--- config.mk ---
export PLATFORM = sky130hd
export DESIGN_NAME = multicycle_control
export DESIGN_NICKNAME = d
export VERILOG_FILES = /design/src/rtl/multicycle_control_pkg.sv /design/src/rtl/multicycle_control_opcode_classify.sv /design/src/rtl/multicycle_control.sv
export SDC_FILE = /design/constraint.sdc
export NUM_CORES = 1
export LEC_CHECK = 0
export ABC_CLOCK_PERIOD_IN_PS = 1510
export CAP_MARGIN = 40
export CORE_MARGIN = 3
export CORE_UTILIZATION = 30
export DETAILED_ROUTE_END_ITERATION = 12
export PLACE_DENSITY = 0.66
export SLEW_MARGIN = 20
export SYNTH_ARGS = -nofsm -noshare
export SYNTH_HDL_FRONTEND = slang
export SYNTH_SLANG_ARGS = --single-unit
export TNS_END_PERCENT = 1
--- constraint.sdc ---
create_clock -name clk -period 1.51 [get_ports clk]
set_input_delay 0.3775 -clock clk [delete_from_list [all_inputs] [get_ports clk]]
set_output_delay 0.3775 -clock clk [all_outputs]
set_load 0.05 [all_outputs]
--- src/rtl/multicycle_control_pkg.sv ---
// Shared definitions for the multicycle LEGv8 control FSM: opcodes, state
// encoding, ALU_op and alu_src_b encodings, and the opcode-class bundle.
package multicycle_control_pkg;

  localparam int OPC_W = 11;

  localparam logic [OPC_W-1:0] OP_LDUR = 11'b11111000010;
  localparam logic [OPC_W-1:0] OP_STUR = 11'b11111000000;
  localparam logic [OPC_W-1:0] OP_ADD  = 11'b10001011000;
  localparam logic [OPC_W-1:0] OP_SUB  = 11'b11001011000;
  localparam logic [OPC_W-1:0] OP_AND  = 11'b10001010000;
  localparam logic [OPC_W-1:0] OP_ORR  = 11'b10101010000;
  localparam logic [OPC_W-1:0] OP_LSL  = 11'b11010011011;
  localparam logic [OPC_W-1:0] OP_LSR  = 11'b11010011010;

  // CBZ and B carry immediate bits inside the 11-bit field; the masks keep
  // only the bits that identify the instruction.
  localparam logic [OPC_W-1:0] OP_CBZ      = 11'b10110100000;
  localparam logic [OPC_W-1:0] OP_CBZ_MASK = 11'b11111111000;
  localparam logic [OPC_W-1:0] OP_B        = 11'b00010100000;
  localparam logic [OPC_W-1:0] OP_B_MASK   = 11'b11111100000;

  typedef enum logic [3:0] {
    S_FETCH  = 4'd0,
    S_DECODE = 4'd1,
    S_ADDR   = 4'd2,
    S_MEM_LD = 4'd3,
    S_MEM_ST = 4'd4,
    S_WB_LD  = 4'd5,
    S_EXEC_R = 4'd6,
    S_WB_R   = 4'd7,
    S_BR_CBZ = 4'd8,
    S_BR_B   = 4'd9,
    S_TRAP   = 4'd10
  } state_t;

  typedef enum logic [1:0] {
    ALU_ADD   = 2'b00,
    ALU_PASSB = 2'b01,
    ALU_RTYPE = 2'b10
  } alu_op_t;

  typedef enum logic [1:0] {
    SRCB_REG   = 2'b00,
    SRCB_FOUR  = 2'b01,
    SRCB_DIMM  = 2'b10,
    SRCB_BROFF = 2'b11
  } src_b_t;

  typedef struct packed {
    logic is_ldur;
    logic is_stur;
    logic is_rtype;
    logic is_cbz;
    logic is_b;
    logic is_illegal;
  } op_class_t;

  function automatic logic op_match(input logic [OPC_W-1:0] op,
                                    input logic [OPC_W-1:0] pat,
                                    input logic [OPC_W-1:0] mask);
    return ((op ^ pat) & mask) == '0;
  endfunction

endpackage

--- src/rtl/multicycle_control_opcode_classify.sv ---
// mc_opcode_classify: combinational opcode decoder feeding the control FSM
// dispatch; exactly one class flag is set for any opcode.
module mc_opcode_classify
  import multicycle_control_pkg::*;
#(
  parameter int OP_WIDTH = 11
) (
  input  logic [OP_WIDTH-1:0] opcode,
  output op_class_t           cls
);

  logic [OPC_W-1:0] w_op;
  logic             w_ldur, w_stur, w_rtype, w_cbz, w_b;

  assign w_op    = opcode[OP_WIDTH-1 -: OPC_W];
  assign w_ldur  = (w_op == OP_LDUR);
  assign w_stur  = (w_op == OP_STUR);
  assign w_rtype = (w_op == OP_ADD) | (w_op == OP_SUB) | (w_op == OP_AND) |
                   (w_op == OP_ORR) | (w_op == OP_LSL) | (w_op == OP_LSR);
  assign w_cbz   = op_match(w_op, OP_CBZ, OP_CBZ_MASK);
  assign w_b     = op_match(w_op, OP_B, OP_B_MASK);

  assign cls.is_ldur    = w_ldur;
  assign cls.is_stur    = w_stur;
  assign cls.is_rtype   = w_rtype;
  assign cls.is_cbz     = w_cbz;
  assign cls.is_b       = w_b;
  assign cls.is_illegal = ~(w_ldur | w_stur | w_rtype | w_cbz | w_b);

endmodule

--- src/rtl/multicycle_control.sv ---
// multicycle_control: main control FSM of the multicycle LEGv8 datapath.
// Optional MC_PERF_COUNTERS_EN adds cycle_count / retired_count outputs.
module multicycle_control
  import multicycle_control_pkg::*;
#(
  parameter int OP_WIDTH  = 11
`ifdef MC_PERF_COUNTERS_EN
  ,
  parameter int CNT_WIDTH = 32
`endif
) (
  input  logic                 clk,
  input  logic                 rst_n,
  input  logic [OP_WIDTH-1:0]  opcode,
  input  logic                 zero,
  input  logic                 mem_ready,
  output logic [1:0]           ALU_op,
  output logic                 alu_src_a,
  output logic [1:0]           alu_src_b,
  output logic                 reg2loc,
  output logic                 pc_write,
  output logic                 pc_source,
  output logic                 ir_write,
  output logic                 mem_read,
  output logic                 mem_write,
  output logic                 i_or_d,
  output logic                 reg_write,
  output logic                 mem_to_reg,
  output logic                 illegal,
  output logic [3:0]           state
`ifdef MC_PERF_COUNTERS_EN
  ,
  output logic [CNT_WIDTH-1:0] cycle_count,
  output logic [CNT_WIDTH-1:0] retired_count
`endif
);

  state_t    r_state, w_next;
  logic      r_illegal;
  op_class_t w_cls;
  alu_op_t   w_alu_op;
  src_b_t    w_src_b;
  logic      w_src_a, w_reg2loc, w_pc_write, w_pc_source, w_ir_write;
  logic      w_mem_read, w_mem_write, w_i_or_d, w_reg_write, w_mem_to_reg;

  mc_opcode_classify #(.OP_WIDTH(OP_WIDTH)) u_classify (
    .opcode (opcode),
    .cls    (w_cls)
  );

  always_ff @(posedge clk or negedge rst_n) begin
    if (!rst_n) begin
      r_state   <= S_FETCH;
      r_illegal <= 1'b0;
    end else begin
      r_state <= w_next;
      if (w_next == S_TRAP) r_illegal <= 1'b1;
    end
  end

  always_comb begin
    w_next       = r_state;
    w_alu_op     = ALU_ADD;
    w_src_a      = 1'b0;
    w_src_b      = SRCB_REG;
    w_reg2loc    = 1'b0;
    w_pc_write   = 1'b0;
    w_pc_source  = 1'b0;
    w_ir_write   = 1'b0;
    w_mem_read   = 1'b0;
    w_mem_write  = 1'b0;
    w_i_or_d     = 1'b0;
    w_reg_write  = 1'b0;
    w_mem_to_reg = 1'b0;
    case (r_state)
      S_FETCH: begin
        w_mem_read = 1'b1;
        w_src_b    = SRCB_FOUR;
        w_ir_write = mem_ready;
        w_pc_write = mem_ready;
        if (mem_ready) w_next = S_DECODE;
      end
      S_DECODE: begin
        // Speculatively compute the branch target into ALUOut.
        w_src_b   = SRCB_BROFF;
        w_reg2loc = w_cls.is_stur | w_cls.is_cbz;
        if (w_cls.is_illegal)                  w_next = S_TRAP;
        else if (w_cls.is_ldur | w_cls.is_stur) w_next = S_ADDR;
        else if (w_cls.is_rtype)               w_next = S_EXEC_R;
        else if (w_cls.is_cbz)                 w_next = S_BR_CBZ;
        else if (w_cls.is_b)                   w_next = S_BR_B;
        else                                   w_next = S_TRAP;
      end
      S_ADDR: begin
        w_src_a = 1'b1;
        w_src_b = SRCB_DIMM;
        w_next  = w_cls.is_ldur ? S_MEM_LD : S_MEM_ST;
      end
      S_MEM_LD: begin
        w_mem_read = 1'b1;
        w_i_or_d   = 1'b1;
        if (mem_ready) w_next = S_WB_LD;
      end
      S_MEM_ST: begin
        w_mem_write = 1'b1;
        w_i_or_d    = 1'b1;
        w_reg2loc   = 1'b1;
        if (mem_ready) w_next = S_FETCH;
      end
      S_WB_LD: begin
        w_reg_write  = 1'b1;
        w_mem_to_reg = 1'b1;
        w_next       = S_FETCH;
      end
      S_EXEC_R: begin
        w_src_a  = 1'b1;
        w_alu_op = ALU_RTYPE;
        w_next   = S_WB_R;
      end
      S_WB_R: begin
        w_reg_write = 1'b1;
        w_next      = S_FETCH;
      end
      S_BR_CBZ: begin
        w_reg2loc   = 1'b1;
        w_alu_op    = ALU_PASSB;
        w_pc_source = 1'b1;
        w_pc_write  = zero;
        w_next      = S_FETCH;
      end
      S_BR_B: begin
        w_pc_source = 1'b1;
        w_pc_write  = 1'b1;
        w_next      = S_FETCH;
      end
      S_TRAP:  w_next = S_TRAP;
      default: w_next = S_FETCH;
    endcase
  end

  // Strobes and selects fall asynchronously with reset, not at the next edge.
  assign ALU_op     = rst_n ? w_alu_op : ALU_ADD;
  assign alu_src_a  = rst_n & w_src_a;
  assign alu_src_b  = rst_n ? w_src_b : SRCB_REG;
  assign reg2loc    = rst_n & w_reg2loc;
  assign pc_write   = rst_n & w_pc_write;
  assign pc_source  = rst_n & w_pc_source;
  assign ir_write   = rst_n & w_ir_write;
  assign mem_read   = rst_n & w_mem_read;
  assign mem_write  = rst_n & w_mem_write;
  assign i_or_d     = rst_n & w_i_or_d;
  assign reg_write  = rst_n & w_reg_write;
  assign mem_to_reg = rst_n & w_mem_to_reg;
  assign illegal    = r_illegal;
  assign state      = r_state;

`ifdef MC_PERF_COUNTERS_EN
  logic [CNT_WIDTH-1:0] r_cycle_count, r_retired_count;

  always_ff @(posedge clk or negedge rst_n) begin
    if (!rst_n) begin
      r_cycle_count   <= '0;
      r_retired_count <= '0;
    end else begin
      if (r_state != S_TRAP) r_cycle_count <= r_cycle_count + 1'b1;
      if (r_state != S_FETCH && w_next == S_FETCH)
        r_retired_count <= r_retired_count + 1'b1;
    end
  end

  assign cycle_count   = r_cycle_count;
  assign retired_count = r_retired_count;
`endif

endmodule

==> impl_metrics.json, run 1 <==
{
  "outcome": "complete, but fails checks",
  "violations": "setup timing",
  "setup_tns_ps": -3910,
  "ys.warnings.count": 0,
  "clkTransAtPathRegs_ps": 60,
  "via_per_inst": 5.58,
  "cts-root-buf": "clkbuf_4",
  "required_ps": 1130,
  "maxCapViolCount": 0,
  "vdd_drop_max_uv": 1360,
  "cts_buffers": 3,
  "min_path_type": "in2async",
  "synth_ff_type": "dfrtp_1",
  "cts_tree": "done",
  "dpl.cell_count": 158,
  "hpwlAfterDp_mm": 1.85,
  "diodes": 0,
  "hold_viol_final": 0,
  "cp.depth": 5,
  "clock_skew_ps": 14.6,
  "max_stage_delay_ps": 470,
  "htree_levels": 1,
  "startpoint_type": "flip-flop",
  "grt_max_degree": 13,
  "die_w_um": 49.9,
  "async_flop_share_pct": 100,
  "crit_type": "reg2out",
  "fin_ws_ps": -490,
  "grt.total_usage_pct": 24.0,
  "end_kind": "output port",
  "syn-num-nets": 93,
  "worst_pin_slew_ps": 319,
  "worstRegToRegCells": 5,
  "detail-route-antenna-nets": 0,
  "power_density_nw_per_um2": 1640,
  "min_period_ps": 2000,
  "rsz0062_at_grt": "true",
  "core_um2": 1780,
  "yosys-top-cells-count": "nor2_1 (15), nand2_1 (7), dfrtp_1 (5)",
  "fp-row-count": 15,
  "initial_core_util_pct": 32.5,
  "grt_pass1_wl_mm": 4.47,
  "drc": 0,
  "hold_slack_ps": 394,
  "cts_hold_buf": 0,
  "first_pass_iters": 4,
  "dpl_worst_slack_ps": -756,
  "critical_path_buf_inv_count": 1,
  "gp_congestion": 0.913,
  "maxSlewHeadroom_pct": 78.7,
  "fp.dieH_um": 49.9,
  "yosys.area.top_type": "dfrtp_1",
  "clk_latency_ps": 270,
  "r2r_slack_ps": 70,
  "synth_top_area_share_pct": 21.6,
  "final_util_pct": 89.5,
  "cpMaxStageDelayCell": "dfrtp_2",
  "synth.distinct_cells": 39,
  "clockBufferDepth": 2,
  "wl_mm": 3.08,
  "critical_path.top_delay_family": "simple AND/OR/NAND/NOR gates",
  "r2r_end": "illegal$_DFFE_PN0N_",
  "syn_inst": 78,
  "drive_gt1_share_pct": 66.4,
  "overflow": 0,
  "yosysMostFrequentCell": "nor2_1",
  "drtIter0Drc": 35,
  "route.detailed.wl_per_inst_um": 18.3,
  "syn_avg_cell_area_um2": 7.43,
  "setup_viol": 16,
  "portBuffers": 33,
  "cts_sinks": 5,
  "max_freq_mhz": 500,
  "num_vias": 937,
  "arrival_ps": 1620,
  "synth_area_leaders": "dfrtp_1 (22%), nor2_1 (9.7%), nand2_1 (4.5%)",
  "synth_edf_count": 0,
  "report.final.slew_viol_count": 0,
  "antenna_found_initial": 0,
  "p_leak_nw": 0.682,
  "synth.ff_latch_count": 5,
  "post_synth_instance_area_um2": 579,
  "yosysSeqAreaShare_pct": 21.6,
  "synthToLayoutAreaGrowth_pct": 176,
  "worstPathCellList": "xnor2_1 -> nor2_1 -> a31oi_4 -> nor3b_4 -> buf_12",
  "timing.final.crit_share_pct": 132,
  "timing.rr.start": "state[3]$_DFF_PN0_",
  "io_pins": 34,
  "crit_path_max_fanout": 5,
  "fin_cells": 168,
  "grt_pass1_vias": 956,
  "die_area_um2": 2490,
  "fin_nets": 159
}
metal layers:
layer | vias to the layer above | track usage (%) | wire (um)
li1 | 421 | - | -
met1 | 454 | 23.5 | 1110
met2 | 56 | 45.8 | 1690
met3 | 6 | 6.04 | 233
met4 | 0 | 11.5 | 50
met5 | - | 0 | 0
cell usage in the layout (no fill, tap or decap), types with 3 or more instances in the layout:
cell	n
buf_2	3
nand2b_4	3
nand2_2	3
buf_6	5
nor2_1	6
buf_12	19
clkbuf_4	3
dfrtp_2	3
dlygate4sd2_1	5
nor2_4	6
nand2_1	3
nor2_2	3
buf_4	28
state kept, by name, indices dropped and copies added (netlist names):
name	cells
state	4
illegal	1
how the worst max path moves through the flow:
stage / endpoint / slack (ps) / from
floorplan: reg2loc / -430 / state[3]$_DFF_PN0_
global placement: reg2loc / -720 / opcode[0]
detailed placement: reg2loc / -760 / opcode[0]
CTS: reg2loc / -450 / opcode[0]
global route: reg2loc / -580 / state[2]$_DFF_PN0_
finish: reg2loc / -490 / state[2]$_DFF_PN0_
power breakdown:
part / internal [W] / switching (W) / total (W) / leakage (nW)
sequential: 0.000186 / 0.000120 / 0.000306 / 0.0573
clock: 0.000101 / 0.0000733 / 0.000174 / 0.0150
combinational: 0.000995 / 0.00115 / 0.00214 / 0.610
total: 0.00128 / 0.00134 / 0.00262 / 0.682
metrics by stage:
stage	total power, W	area [um^2]
after global routing	0.00272	1600
final	0.00262	1600
after global placement	0.00217	1430
after floorplan	0.00130	707
after detailed placement	0.00220	1430
after CTS	0.00249	1540
logic make-up after synthesis:
| group | share of synthesized area (%) |
|---|---|
| XOR/XNOR | 1.51 |
| AO/OA/AOI/OAI | 24.4 |
| AND/OR/NAND/NOR | 44.1 |
| multiplexers | 1.73 |
| flip-flops | 21.6 |
| buffers and inverters | 6.69 |
final cells by class:
type,count,area [um^2]
Tap cell,25,31.3
Multi-Input combinational cell,66,646
Timing Repair Buffer,65,751
Sequential cell,5,129
Inverter,3,13.8
Clock buffer,4,26.3
Fill cell,79,186
worst register-to-register path, delay by kind of cell (launching register included):
family | cells | cell delay, ps
buffers and inverters | 1 | 150
AND/OR/NAND/NOR | 1 | 180
flip-flops | 1 | 460
AO/OA/AOI/OAI | 3 | 580
what timing repair did:
action | in CTS | in global routing
pin swaps | 10 | 6
hold endpoints to repair | 0 | 0
resized for setup | 45 | 11
setup buffers | 5 | 1
cloned | 0 | 0
setup endpoints to repair | 19 | 19
Power figures use the tool's default switching activity.
==> run 2: changes to the inputs <==
--- a/config.mk
+++ b/config.mk
@@ -10,7 +10,7 @@
 export CORE_MARGIN = 3
 export CORE_UTILIZATION = 30
 export DETAILED_ROUTE_END_ITERATION = 12
-export PLACE_DENSITY = 0.66
+export DONT_BUFFER_PORTS = 1
 export SLEW_MARGIN = 20
 export SYNTH_ARGS = -nofsm -noshare
 export SYNTH_HDL_FRONTEND = slang
==> run 2 against run 1 <==
The flow still finishes with violations (setup timing). Core utilization fell by 21 points. Design area shrank 24%. Critical endpoint unchanged. Count of clock-buffer cells in the layout is the same. Critical path type unchanged. Global-route usage down 7.1 points. Worst hold slack got worse by 26 ps. Routed wire length is 37% lower. Cell count shrank 17%. First-iteration DRC count decreased by 74%. Sequential share of layout area up 2.5 points.
==> impl_metrics.json, run 2 (synthesis gave the netlist of run 1 again) <==
{
  "gp_congestion": 0.808,
  "layout.cells.most_common_list": "buf_4 (22), buf_12 (14), nor2_1 (7)",
  "rsz0062_at_grt": "true",
  "die_w_um": 49.9,
  "grt_max_degree": 9,
  "n_fill_cell": 128,
  "drc": 0,
  "clkTransAtPathRegs_ps": 50,
  "multi_input_area_um2": 568,
  "p_leak_nw": 0.497,
  "die_area_um2": 2490,
  "first_pass_iters": 4,
  "cts_sinks": 5,
  "crit_type": "reg2out",
  "hold_depth": 3,
  "report.final.slew_viol_count": 0,
  "max_freq_mhz": 543,
  "r2r_end": "state[1]$_DFF_PN0_",
  "end_kind": "output port",
  "grt.total_usage_pct": 16.9,
  "register_area_um2": 129,
  "power_density_nw_per_um2": 1800,
  "violations": "setup timing",
  "drtIter0Drc": 9,
  "drive_gt1_share_pct": 58.3,
  "hpwlAfterDp_mm": 1.65,
  "num_vias": 760,
  "fin_cells": 140,
  "largest_register_ffs": 4,
  "arrival_ps": 1460,
  "maxSlewHeadroom_pct": 68.6,
  "timing.rr.start": "state[3]$_DFF_PN0_",
  "detail-route-antenna-nets": 0,
  "dpl_worst_slack_ps": -290,
  "maxCapViolCount": 0,
  "startpoint_type": "flip-flop",
  "worstRegToRegCells": 6,
  "antenna_found_initial": 0,
  "route.detailed.wl_per_inst_um": 13.8,
  "dpl.cell_count": 133,
  "worst_pin_slew_ps": 471,
  "fin_ws_ps": -331,
  "fp.dieH_um": 49.9,
  "diodes": 0,
  "htree_levels": 1,
  "synthToLayoutAreaGrowth_pct": 111,
  "core_um2": 1780,
  "wl_mm": 1.93,
  "cts_tree": "done",
  "fp-row-count": 15,
  "portBuffers": 0,
  "power.total_w": 0.00220,
  "min_path_type": "in2reg",
  "grt_pass1_vias": 752,
  "grt_pass1_wl_mm": 3.29,
  "initial_core_util_pct": 32.5,
  "cts-root-buf": "clkbuf_4",
  "timing.final.crit_share_pct": 122,
  "cts_buffers": 3,
  "hold_viol_final": 0,
  "r2r_slack_ps": 140,
  "via_per_inst": 5.43,
  "overflow": 0,
  "setup_viol": 14,
  "clk_latency_ps": 250,
  "io_pins": 34,
  "clock_skew_ps": 4.18,
  "hp-start": "mem_ready",
  "fin_nets": 131,
  "clockBufferDepth": 2,
  "vdd_drop_max_uv": 1060,
  "crit_path_max_fanout": 6,
  "worst_hold_path.endpoint": "state[2]$_DFF_PN0_",
  "outcome": "complete, but fails checks",
  "final_common_cell": "buf_4",
  "required_ps": 1130,
  "min_period_ps": 1840
}
## run 2: cell types whose count changed in the layout (fill, tap and decap cells not counted), moves of 3 or more
cell,change
dlygate4sd2_1,-5
buf_12,-5
buf_6,-5
buf_2,-3
buf_4,-6
## run 2: per-stage QoR
step / instance area [um^2] / utilization [%] / hold slack [ps] / TNS, ps
2_1_floorplan: 707 / - / 81.9 / -4890
3_3_place_gp: 1140 / 64.0 / 82.2 / -717
3_5_place_dp: 1140 / 64.0 / 82.2 / -833
4_1_cts: 1220 / 68.4 / 362 / -3710
5_1_grt: 1220 / 68.5 / 412 / -4550
6_report: 1220 / 68.5 / 368 / -3450
## run 2: metal layers
metal	GRT usage, %	wire (um)	up-vias
met5	0	0	-
met4	5.53	18	0
met3	3.02	107	2
met2	31.5	1040	28
met1	19.1	762	365
li1	-	-	365
## run 2: repair_timing
| action | CTS | global route |
|---|---|---|
| hold buffers | 1 | 0 |
| gates cloned | 0 | 0 |
| gates resized for setup | 6 | 1 |
| hold endpoints to repair | 5 | 0 |
| buffers inserted | 2 | 0 |
| pin swaps | 3 | 0 |
| endpoints found under the setup margin | 14 | 14 |
## run 2: worst max path at each step
stage,from,cells past startpoint,slack (ps),endpoint
after floorplan,state[3]$_DFF_PN0_,5,-430,reg2loc
after global placement,opcode[0],5,-310,reg2loc
after detailed placement,opcode[0],5,-290,reg2loc
after CTS,state[3]$_DFF_PN0_,5,-350,reg2loc
after global routing,state[3]$_DFF_PN0_,5,-410,reg2loc
final,state[3]$_DFF_PN0_,5,-330,reg2loc
## run 2: critical path: stages, from the launching register on
cell and delay [ps]:
dfrtp_2 440, nand2b_4 170, nor2_4 120, a31oi_4 100, nor3b_4 220, buf_12 160
## run 2: cell type report
cell class                 count  share of cell area [%]
multi-input combinational     66                    46.5
timing repair buffer          37                    37.3
sequential                     5                    10.6
tap                           25                    2.56
clock buffer                   4                    2.15
inverter                       3                   0.922
## run 2: where the power goes
group	leakage (nW)	switching, W	total [W]	internal (W)
clock network	0.0150	0.0000625	0.000163	0.000100
registers	0.0573	0.000101	0.000288	0.000186
logic	0.424	0.000961	0.00175	0.000790
==> run 3: changes to the inputs <==
--- a/config.mk
+++ b/config.mk
@@ -9,6 +9,7 @@
 export CAP_MARGIN = 40
 export CORE_MARGIN = 3
 export CORE_UTILIZATION = 30
+export CTS_CLUSTER_DIAMETER = 100
 export DETAILED_ROUTE_END_ITERATION = 12
 export DONT_BUFFER_PORTS = 1
 export SLEW_MARGIN = 20
==> results of run 3 <==
No change in the layout: final DEF, timing and power equal those of run 2.
